<file path="src/rtl/evt_sram_bank_ctrl.sv">
// Banked SRAM controller with low-order address interleaving, same-bank read/write
// arbitration and a sleep / power-off / wake sequencer shared by all banks.

module sne_sram #(
    parameter int DATA_WIDTH = 8,
    parameter int DEPTH      = 16,
    parameter int ADDR_W     = 4
) (
    input  logic                  clk_i,
    input  logic                  req_i,
    input  logic                  we_i,
    input  logic [ADDR_W-1:0]     addr_i,
    input  logic [DATA_WIDTH-1:0] wdata_i,
    output logic [DATA_WIDTH-1:0] rdata_o,
    input  logic                  power_sleep_i,
    input  logic                  power_gate_i
);
    logic [DATA_WIDTH-1:0] mem_r [DEPTH];
    logic [DATA_WIDTH-1:0] rdata_r;

    // Storage array and registered read port; no access while sleeping or gated
    always_ff @(posedge clk_i) begin
        if (req_i && !power_sleep_i && !power_gate_i) begin
            if (we_i) begin
                mem_r[addr_i] <= wdata_i;
            end else begin
                rdata_r <= mem_r[addr_i];
            end
        end
    end

    assign rdata_o = rdata_r;
endmodule

module evt_sram_bank_ctrl #(
    parameter int DATA_WIDTH  = 8,
    parameter int NUM_WORDS   = 32,
    parameter int NUM_BANKS   = 2,
    parameter int WAKE_CYCLES = 4,
    localparam int ADDR_WIDTH = $clog2(NUM_WORDS),
    localparam int BANK_BITS  = $clog2(NUM_BANKS)
) (
    input  logic                  clk_i,
    input  logic                  rst_ni,
    input  logic                  power_gate_i,
    input  logic                  power_sleep_i,
    input  logic                  rd_valid_i,
    output logic                  rd_ready_o,
    input  logic [ADDR_WIDTH-1:0] rd_addr_i,
    output logic [DATA_WIDTH-1:0] rdata_o,
    output logic                  rdata_valid_o,
    input  logic                  wr_valid_i,
    output logic                  wr_ready_o,
    input  logic [ADDR_WIDTH-1:0] wr_addr_i,
    input  logic [DATA_WIDTH-1:0] wr_data_i,
    output logic                  busy_o
);
    localparam int BSEL_W     = (BANK_BITS > 0) ? BANK_BITS : 1;
    localparam int ROW_W      = ADDR_WIDTH - BANK_BITS;
    localparam int BANK_WORDS = NUM_WORDS / NUM_BANKS;
    localparam logic [7:0] WAKE_LOAD = 8'(WAKE_CYCLES - 1);

    typedef enum logic [1:0] {
        ST_ACTIVE = 2'b00,
        ST_SLEEP  = 2'b01,
        ST_OFF    = 2'b10,
        ST_WAKE   = 2'b11
    } state_t;

    state_t                state_r, state_s;
    logic [7:0]            wake_cnt_r, wake_cnt_s;
    logic                  prio_r;
    logic                  busy_r;
    logic                  rvalid_r;
    logic [BSEL_W-1:0]     rbank_r;
    logic [DATA_WIDTH-1:0] hold_r;

    logic [BSEL_W-1:0]     rd_bank_s, wr_bank_s;
    logic [ROW_W-1:0]      rd_row_s, wr_row_s;
    logic                  base_rdy_s, conflict_s, rd_fire_s, wr_fire_s;
    logic                  bank_sleep_s, bank_gate_s;
    logic [DATA_WIDTH-1:0] bank_q [NUM_BANKS];

    assign rd_row_s = rd_addr_i[ADDR_WIDTH-1:BANK_BITS];
    assign wr_row_s = wr_addr_i[ADDR_WIDTH-1:BANK_BITS];

    if (NUM_BANKS > 1) begin : g_bsel
        assign rd_bank_s = rd_addr_i[BANK_BITS-1:0];
        assign wr_bank_s = wr_addr_i[BANK_BITS-1:0];
    end else begin : g_bsel_one
        assign rd_bank_s = '0;
        assign wr_bank_s = '0;
    end

    // Handshake and same-bank arbitration: prio_r = 0 lets the write win
    always_comb begin
        base_rdy_s = rst_ni && (state_r == ST_ACTIVE) && !power_gate_i && !power_sleep_i;
        conflict_s = base_rdy_s && rd_valid_i && wr_valid_i && (rd_bank_s == wr_bank_s);
        rd_ready_o = base_rdy_s && !(conflict_s && !prio_r);
        wr_ready_o = base_rdy_s && !(conflict_s && prio_r);
        rd_fire_s  = rd_valid_i && rd_ready_o;
        wr_fire_s  = wr_valid_i && wr_ready_o;
    end

    // Power sequencer next state; gate request always dominates sleep
    always_comb begin
        state_s    = state_r;
        wake_cnt_s = wake_cnt_r;
        case (state_r)
            ST_ACTIVE: begin
                if (power_gate_i) begin
                    state_s = ST_OFF;
                end else if (power_sleep_i) begin
                    state_s = ST_SLEEP;
                end else begin
                    state_s = ST_ACTIVE;
                end
            end
            ST_SLEEP: begin
                if (power_gate_i) begin
                    state_s = ST_OFF;
                end else if (!power_sleep_i) begin
                    state_s    = ST_WAKE;
                    wake_cnt_s = WAKE_LOAD;
                end else begin
                    state_s = ST_SLEEP;
                end
            end
            ST_OFF: begin
                if (!power_gate_i && !power_sleep_i) begin
                    state_s    = ST_WAKE;
                    wake_cnt_s = WAKE_LOAD;
                end else begin
                    state_s = ST_OFF;
                end
            end
            ST_WAKE: begin
                if (power_gate_i) begin
                    state_s = ST_OFF;
                end else if (power_sleep_i) begin
                    state_s = ST_SLEEP;
                end else if (wake_cnt_r == 8'd0) begin
                    state_s = ST_ACTIVE;
                end else begin
                    wake_cnt_s = wake_cnt_r - 8'd1;
                end
            end
            default: begin
                state_s = ST_ACTIVE;
            end
        endcase
    end

    // Sequencer state, arbitration flag and registered busy flag
    always_ff @(posedge clk_i or negedge rst_ni) begin
        if (!rst_ni) begin
            state_r    <= ST_ACTIVE;
            wake_cnt_r <= 8'd0;
            prio_r     <= 1'b0;
            busy_r     <= 1'b0;
        end else begin
            state_r    <= state_s;
            wake_cnt_r <= wake_cnt_s;
            busy_r     <= (state_s != ST_ACTIVE);
            if (conflict_s) begin
                prio_r <= !prio_r;
            end
        end
    end

    assign bank_sleep_s = (state_r == ST_SLEEP);
    assign bank_gate_s  = (state_r == ST_OFF);

    for (genvar b = 0; b < NUM_BANKS; b++) begin : g_bank
        logic bank_rd_s, bank_wr_s;
        assign bank_rd_s = rd_fire_s && (rd_bank_s == BSEL_W'(b));
        assign bank_wr_s = wr_fire_s && (wr_bank_s == BSEL_W'(b));

        sne_sram #(
            .DATA_WIDTH (DATA_WIDTH),
            .DEPTH      (BANK_WORDS),
            .ADDR_W     (ROW_W)
        ) u_sram (
            .clk_i         (clk_i),
            .req_i         (bank_rd_s || bank_wr_s),
            .we_i          (bank_wr_s),
            .addr_i        (bank_wr_s ? wr_row_s : rd_row_s),
            .wdata_i       (wr_data_i),
            .rdata_o       (bank_q[b]),
            .power_sleep_i (bank_sleep_s),
            .power_gate_i  (bank_gate_s)
        );
    end

    // Read return tracking; hold_r keeps the last returned word between pulses
    always_ff @(posedge clk_i or negedge rst_ni) begin
        if (!rst_ni) begin
            rvalid_r <= 1'b0;
            rbank_r  <= '0;
            hold_r   <= '0;
        end else begin
            rvalid_r <= rd_fire_s;
            if (rd_fire_s) begin
                rbank_r <= rd_bank_s;
            end
            if (rvalid_r) begin
                hold_r <= bank_q[rbank_r];
            end
        end
    end

    assign rdata_o       = rvalid_r ? bank_q[rbank_r] : hold_r;
    assign rdata_valid_o = rvalid_r;
    assign busy_o        = busy_r;
endmodule

</file>
<file path="config.mk">
export PLATFORM = sky130hd
export DESIGN_NAME = evt_sram_bank_ctrl
export DESIGN_NICKNAME = d
export VERILOG_FILES = /design/src/rtl/evt_sram_bank_ctrl.sv
export SDC_FILE = /design/constraint.sdc
export NUM_CORES = 1
export LEC_CHECK = 0
export CELL_PAD_IN_SITES_DETAIL_PLACEMENT = 0
export CELL_PAD_IN_SITES_GLOBAL_PLACEMENT = 1
export CORE_MARGIN = 2
export CORE_UTILIZATION = 52
export CTS_BUF_LIST = sky130_fd_sc_hd__clkbuf_16
export DETAILED_ROUTE_END_ITERATION = 7
export GPL_ROUTABILITY_DRIVEN = 1
export MAX_ROUTING_LAYER = met4
export PLACE_DENSITY_LB_ADDON = 0.1
export SLEW_MARGIN = 5
export SYNTH_ARGS = -nofsm -noshare
export SYNTH_HDL_FRONTEND = slang
export SYNTH_SLANG_ARGS = --single-unit
</file>
<file path="constraint.sdc">
create_clock -name clk_i -period 3.77 [get_ports clk_i]
set_clock_uncertainty 0.15 [all_clocks]
set_input_delay 0.5655 -clock clk_i [delete_from_list [all_inputs] [get_ports clk_i]]
set_output_delay 0.5655 -clock clk_i [all_outputs]
set_load 0.02 [all_outputs]
</file>
==> results.md <==
- Status: completed
- RSZ-0062 raised after global routing: no
- Crit path time final: around 3.4 ns
- Vias in the first global route: 6469
- Util after Layout: 0.617
- Syn_nets: 758
- Pwr Total: approximately 7600 µW
- Leak Pwr: 0.00505 µW
- Clk buf depth: 3
- Port Buffers: 35
- Core ar.: 22500 µm²
- Commonest non-fill, non-tap cell in the layout: edfxtp_1
- Synthesized area per cell: 16.2 µm²
- GR Overflow Total: 0
- Yosys warns: 0
- Initial antenna violation count: 1
- Critical path buffers and inverters: 2
- Ant. Diodes: 0
- TritonCTS Buffers: 31
- Period utilisation layout: 0.892
- Max_slew headroom: 0.456
- Synth unique cells: 39
- GRT Total Usage: 0.224
- Initial Utilization: 0.525
- Ys async rst share: 0.0748
- Top-area cell type share of the netlist area: 0.691
- DRT iter0 DRCs: approximately 500
- CTS clock-pin slew for the worst setup and hold paths: 0.06 ns
- Cell Rows: 55
- Placed cell area: about 13000 µm²
- Arrival time worst endpoint: 3.49 ns
- Post-DRT Antenna Nets: 0
- Fillers: 1667
- Cell Area, Synth: 11800 µm²
- Max Clock Freq: 297 MHz
- EDFF count, synth: 272
- CP cell instances: inv_1 > ha_1 > and4bb_2 > o2111ai_4 > mux2_4 > buf_4 > mux2i_1 > o22ai_1 > or4_1
- Hold crit path type: input port to asynchronous set/reset pin
- MaxCap Viol Count: 0
- Clk sinks: 294
- Flops & latches, synth: 294
- Peak VDD IR: about 0.40 mV
- Sequential-to-total area share from yosys stat: 0.738
- Synth top area cells: edfxtp_1 (69%), mux2i_1 (12%), dfrtp_1 (4.7%)
- Routed len/inst: 22.5 µm
- Element type at the critical path start: flop
- Clock latency on the worst-skew pair: 0.54 ns
- Slew @ Worst Pin: 0.808 ns
- # Post-CTS Setup Buffers: 0
- Slowest CP cell: or4_1
- Crit-path max FO: 31
- RR Endpoint: g_bank[0].u_sram.rdata_o[0]
- CTS tree: yes
- Final Max Slew Viols: 0
- CTS root buf: clkbuf_16
- DR pass1 iterations: 4
- Global placement routability congestion: ~0.8
- Routed wire length: 25600 µm
- CP required: 3.90 ns
- Cts repair resizes: 0
- Final instance area: 13900 µm²
- DPL Wire Length: 16800 µm
- P&R area growth vs syn: 17.6%
- Die W: 155 µm
- Delay-heaviest family, CP: simple AND/OR/NAND/NOR gates
- Final setup viols: 0
- Synthesized netlist cell count: 728
- Hold_buf cts: 0
- Die area: 23900 µm²
- Worst Reg-to-Reg Cells: 9
- Drc violations: 0
- Net count, final: 862
- Crit Path Category: flop to flop
- Reg-to-reg critical path startpoint: state_r[0]
- Cell taking the most area after synthesis: edfxtp_1
- Die Ht: roughly 150 µm
- Worst setup EP type: flop
- Commonest non-fill, non-tap cells in the layout: edfxtp_1 (272), mux2i_1 (136), nor2_1 (70), o22ai_1 (64), buf_4 (61)
- Global-route wire length before repair: 39100 µm
- TNS Setup: 0 ns
- Setup WS pre-CTS: 0.149 ns
- R2R setup slack: 0.41 ns
- Final hold vios: 0
- Io pins: 36
- Final WS setup: 0.409 ns
- CP max stage delay: 0.52 ns
- Layout cells sized above 1: 0.150
- PD cells: 546 nW/µm²
- Largest net degree at the start of global routing: 45
- Vias per std cell: around 5.8
- Ys flop type: edfxtp_1
- Vias: 6625
- H-Tree Level Count: 1
-- report_power, final --
part	internal (µW)	switching [µW]
clock network	1820	1190
registers	3650	62.8
logic	350	509
total	5820	1760
-- cell families (layout without fill, tap and decap cells) --
group / count (synthesis) / in the layout / share of synthesized area
simple gates: 139 / 139 / 0.0602
fa+ha+maj: 6 / 6 / 0.00636
compound gates: 106 / 106 / 0.0560
flops: 294 / 294 / 0.738
buf+inv: 38 / 164 / 0.0167
xor+xnor: 7 / 7 / 0.00519
mux: 138 / 138 / 0.117
-- how the worst max path moves through the flow --
| stage | start | to | cells after the start |
|---|---|---|---|
| after floorplan | state_r[0] | g_bank[1].u_sram.rdata_o[0] | 10 |
| after global placement | rst_ni | g_bank[0].u_sram.rdata_o[7] | 8 |
| after detailed placement | rst_ni | g_bank[0].u_sram.rdata_o[0] | 8 |
| after CTS | state_r[0] | g_bank[0].u_sram.rdata_o[0] | 9 |
| after global routing | state_r[1] | g_bank[0].u_sram.rdata_o[5] | 9 |
| final | state_r[0] | g_bank[0].u_sram.rdata_o[0] | 9 |
-- cell usage after synthesis, drive strengths merged (2+ instances only) --
cell type,number
ha,6
buf,14
nor4,4
nand3b,4
xor2,6
clkbuf,13
and3b,2
nand3,8
mux2,2
o22ai,64
or2,10
a31oi,2
inv,11
mux2i,136
a21oi,31
edfxtp,272
nor3,4
nor2,70
nand2,10
dfrtp,22
nand4,2
or4,17
o21ai,2
nor3b,3
-- area by class of cell --
type | count | area, µm² | share of cell area
clock inverter | 24 | 241 | 0.0174
inverter | 11 | 41.3 | 0.00297
sequential | 294 | 8720 | 0.628
tap | 285 | 357 | 0.0257
multi-input combinational | 396 | 2910 | 0.209
clock buffer | 31 | 776 | 0.0559
timing repair buffer | 98 | 848 | 0.0611
-- per-stage QoR --
step	hold WS, ns	cells
6_report	0.327	1139
5_1_grt	0.329	1139
4_1_cts	0.313	1139
3_5_place_dp	0.356	1084
3_3_place_gp	0.332	1084
2_1_floorplan	0.120	728
-- sequential cells by signal (all words and copies together), names as in the netlist --
signal                 cells
g_bank.u_sram.mem_r      256
rbank_r                    1
hold_r                     8
state_r                    2
prio_r                     1
busy_o                     1
rdata_valid_o              1
g_bank.u_sram.rdata_o     16
wake_cnt_r                 8
-- metal layers --
metal  track usage  vias up  routed length, µm
met3        0.0395       38               1630
li1              -     3073                  -
met1         0.338     3312              12200
met5             -        -                  0
met4        0.0503        0                393
met2         0.322      202              11400
Note: power is estimated with default switching activity, not from simulation.
==> RTL change 1: new RTL, same settings <==
`DATA_WIDTH` is set to 8 in 2 places; all go to 9.
--- a/src/rtl/evt_sram_bank_ctrl.sv
+++ b/src/rtl/evt_sram_bank_ctrl.sv
@@ -2,7 +2,7 @@
 // arbitration and a sleep / power-off / wake sequencer shared by all banks.
 
 module sne_sram #(
-    parameter int DATA_WIDTH = 8,
+    parameter int DATA_WIDTH = 9,
     parameter int DEPTH      = 16,
     parameter int ADDR_W     = 4
 ) (
@@ -33,7 +33,7 @@
 endmodule
 
 module evt_sram_bank_ctrl #(
-    parameter int DATA_WIDTH  = 8,
+    parameter int DATA_WIDTH  = 9,
     parameter int NUM_WORDS   = 32,
     parameter int NUM_BANKS   = 2,
     parameter int WAKE_CYCLES = 4,
Interface: changed (resized rdata_o and wr_data_i); port bits go from 36 to 38. The function was not compared with the original's and may differ.
==> RTL change 1 against the original RTL <==
Sequential cell count rose by 35. Total power rose by 10%. Synthesized area rose by 12%. Critical path type unchanged. Cell area rose by 12%. Routed wire length rose by 12%. Worst setup slack got worse by 0.092 ns. Via count rose by 8.9%. First-iteration DRC count rose by 10%.
==> RTL change 1: results (changes against the original RTL) <==
status:
  status: "finished, final reports clean"
power:
  ir_drop_v: 0.0003925  # -1.5%
route:
  wl_met2_microns: 13250  # +16%
  routed_wl_microns: 28670  # +12%
  dr_wl_met3_microns: 1520  # -6.9%
  wire_per_inst_microns: 22.94  # +2.1%
  drt-vias-per-instance: 5.770  # -0.79%
  drtIter0Drc: 559  # +10%
logic_synthesis:
  synth_cell_types: 46  # +18%
  synth-xor-area-share_pct: 0.4651  # -0.054 points
  seq_area_frac_synth_pct: 74.08  # +0.27 points
  synth_fa_ha_area_share_pct: 0.5695  # -0.066 points
  synth_edf_count: 306  # +13%
  synthArstFlopShare_pct: 6.991  # -0.49 points
  synth_fp_nets: 807  # +6.5%
  synth_compound_area_share_pct: 4.907  # -0.70 points
final_layout:
  drive_gt1_share_pct: 15.22  # +0.23 points
  largest_reg_flops: 288  # +13%
cts:
  insertion_delay_ns: 0.52  # -0.02 ns
  cts_buffers: 35  # +13%
  htree_num_levels: 2  # +1
timing:
  worst_slew_pin_slew_ns: 0.9147  # +0.1062 ns
  final.period_utilization_pct: 91.60  # +2.4 points
global_routing:
  grt_first_pass_wirelength_microns: 44070  # +13%
  track_usage_pct: 22.97  # +0.57 points
  grt_max_degree: 33  # -27%
placement:
  pre_cts_ws_ns: 0.008496  # -0.1401 ns
  hpwl_microns: 19270  # +15%
critical_path:
  path_max_fanout: 11  # -65%
  rr_endpoint: "g_bank[1].u_sram.rdata_o[7]"
  arrival_ns: 3.56  # +0.07 ns
## RTL change 1: cell type report
type	count	area, sq um
fillers	1786	9523
clock inverters	27	206.4
well taps	330	412.9
clock buffers	36	900.9
repair buffers	108	978.4
multi-input cells	411	3217
inverters	9	33.78
flip-flops and latches	329	9764
## RTL change 1: per-layer routing
layer  track usage, %  up-vias
met4            4.706        0
met3            3.555       20
li1                 -     3325
met2            33.89      183
met5                -        -
met1            34.34     3685
## RTL change 1: how the worst max path moves through the flow
stage | to | startpoint | depth (start not counted)
after floorplan | g_bank[1].u_sram.rdata_o[0] | state_r[0] | 11
after global placement | g_bank[1].u_sram.rdata_o[3] | power_sleep_i | 8
after detailed placement | g_bank[1].u_sram.rdata_o[7] | rst_ni | 8
after CTS | g_bank[1].u_sram.rdata_o[7] | state_r[0] | 9
after global routing | g_bank[1].u_sram.rdata_o[4] | state_r[1] | 9
final | g_bank[1].u_sram.rdata_o[7] | state_r[0] | 9
## RTL change 1: cells by family after synthesis
family | Yosys count
flip-flops | 329
multiplexers | 167
AND/OR/NAND/NOR | 128
AO/OA/AOI/OAI | 103
buffers and inverters | 36
XOR/XNOR | 7
adder cells (fa/ha/maj) | 6
## RTL change 1: worst max-delay path: stages (launching register included)
cell,delay [ns]
dfrtp_1,0.40
inv_1,0.11
ha_1,0.27
and4bb_1,0.30
buf_4,0.18
nand4_1,0.11
buf_4,0.24
mux2i_2,0.55
o22ai_1,0.33
or4_1,0.55
## RTL change 1: report_power, final
group          switching, mW  internal (mW)  total (mW)
clock network           1.32           1.94        3.26
registers             0.0726           4.08        4.16
logic                  0.554          0.379       0.934
## RTL change 1: metrics by stage
stage / hold WS [ns] / instance area (sq um)
after floorplan: 0.1199 / 13180
after global placement: 0.3357 / 14410
after detailed placement: 0.3762 / 14410
after CTS: 0.3459 / 15510
after global routing: 0.3668 / 15510
final: 0.3353 / 15510
==> RTL change 2: new RTL, config.mk and constraints unchanged <==
Without the edit above. Encoding of `state_t`: now Gray code (2 bits for 4 states).
--- a/src/rtl/evt_sram_bank_ctrl.sv
+++ b/src/rtl/evt_sram_bank_ctrl.sv
@@ -63,8 +63,8 @@
     typedef enum logic [1:0] {
         ST_ACTIVE = 2'b00,
         ST_SLEEP  = 2'b01,
-        ST_OFF    = 2'b10,
-        ST_WAKE   = 2'b11
+        ST_OFF    = 2'b11,
+        ST_WAKE   = 2'b10
     } state_t;
 
     state_t                state_r, state_s;
Check against the original RTL: same outputs for any inputs over 4 cycles, from zero or initial values and one cycle with rst_ni low; so few cycles prove little.
==> RTL change 2 against the original RTL <==
Maximum frequency increased by 4.9%. Largest power group unchanged. Cell area is 14% higher. Sequential share of layout area is 7.8 points lower. First-iteration DRC count up 42%. Routed wire length rose by 38%. Total power down 4.7%. Die area increased by 17%. Critical path type is now reg2out. Worst setup slack improved by 0.16 ns. Synthesized area grew 17%. Clock power is 3% higher. Global-route usage grew 4.1 points. Register-to-register slack improved by 1.1 ns. Sequential cell count stayed put.
==> RTL change 2: results (changes against the original RTL) <==
logic_synthesis:
  synth.top_cells.by_area: "edfxtp_1, mux2i_1, mux4_2, dfrtp_1, o22ai_1"
  synth_fa_ha_area_share_pct: 0.1810  # -0.45 points
  seq_area_frac_synth_pct: 63.06  # -11 points
  synth-xor-area-share_pct: 0.1900  # -0.33 points
  netlist_top_cells_count: "edfxtp_1, mux2i_1, o22ai_1, mux4_2, clkbuf_1"
  synth_fp_nets: 906  # +20%
  synth_cell_types: 48  # +23%
  synth_compound_area_share_pct: 5.864  # +0.26 points
global_routing:
  grt_max_degree: 54  # +20%
  grt_pass1_vias: 8796  # +36%
  use_met1_pct: 35.06  # +1.2 points
  met3_usage_pct: 3.588  # -0.36 points
  track_usage_pct: 26.45  # +4.1 points
route:
  dr_wl_met3_microns: 2194  # +34%
  wl_met2_microns: 17220  # +51%
  first_pass_iters: 5  # +1
  wire_per_inst_microns: 27.23  # +21%
  wl_met1_microns: 14890  # +22%
  dr_total_vias: 8424  # +27%
critical_path:
  r2r_start: "wake_cnt_r[2]"
  rrSetupSlack_ns: 1.52  # +1.11 ns
  rr_endpoint: "wake_cnt_r[0]"
  arrival_ns: 2.49  # -1.00 ns
  crit_start: "rbank_r"
status:
  status: "finished, final reports clean"
placement:
  gp_congestion: 0.8999  # +11%
  hpwl_microns: 24190  # +44%
  pre_cts_ws_ns: 0.6394  # +0.4908 ns
final_layout:
  nets: 969  # +12%
  fill_cells: 1944  # +17%
cts:
  insertion_delay_ns: 0.56  # +0.02 ns
power:
  ir_drop_v: 0.0003852  # -3.3%
==> RTL change 2: metrics by stage <==
stage | hold WS (ns) | area (sq um) | std cells
global route | 0.1846 | 15870 | 1301
floorplan | 0.1199 | 13830 | 880
global placement | 0.3794 | 14820 | 1245
CTS | 0.1710 | 15870 | 1301
detailed placement | 0.3770 | 14820 | 1245
finish | 0.1860 | 15870 | 1301
==> RTL change 2: final cells by class <==
cell class / instances / share of cell area, %
clock buffer: 31 / 4.889
clock inverter: 25 / 1.719
inverter: 6 / 0.1419
multi-input combinational: 512 / 30.33
sequential: 294 / 54.94
tap: 335 / 2.642
timing repair buffer: 98 / 5.330
==> RTL change 2: power by group through the flow <==
stage,Sequential (mW),Clock (mW),Combinational [mW]
2_1_floorplan,3.65,0,0.327
3_3_place_gp,3.66,0,0.507
3_5_place_dp,3.66,0,0.519
4_1_cts,3.59,3.16,0.521
5_1_grt,3.59,3.29,0.556
6_report,3.59,3.11,0.520
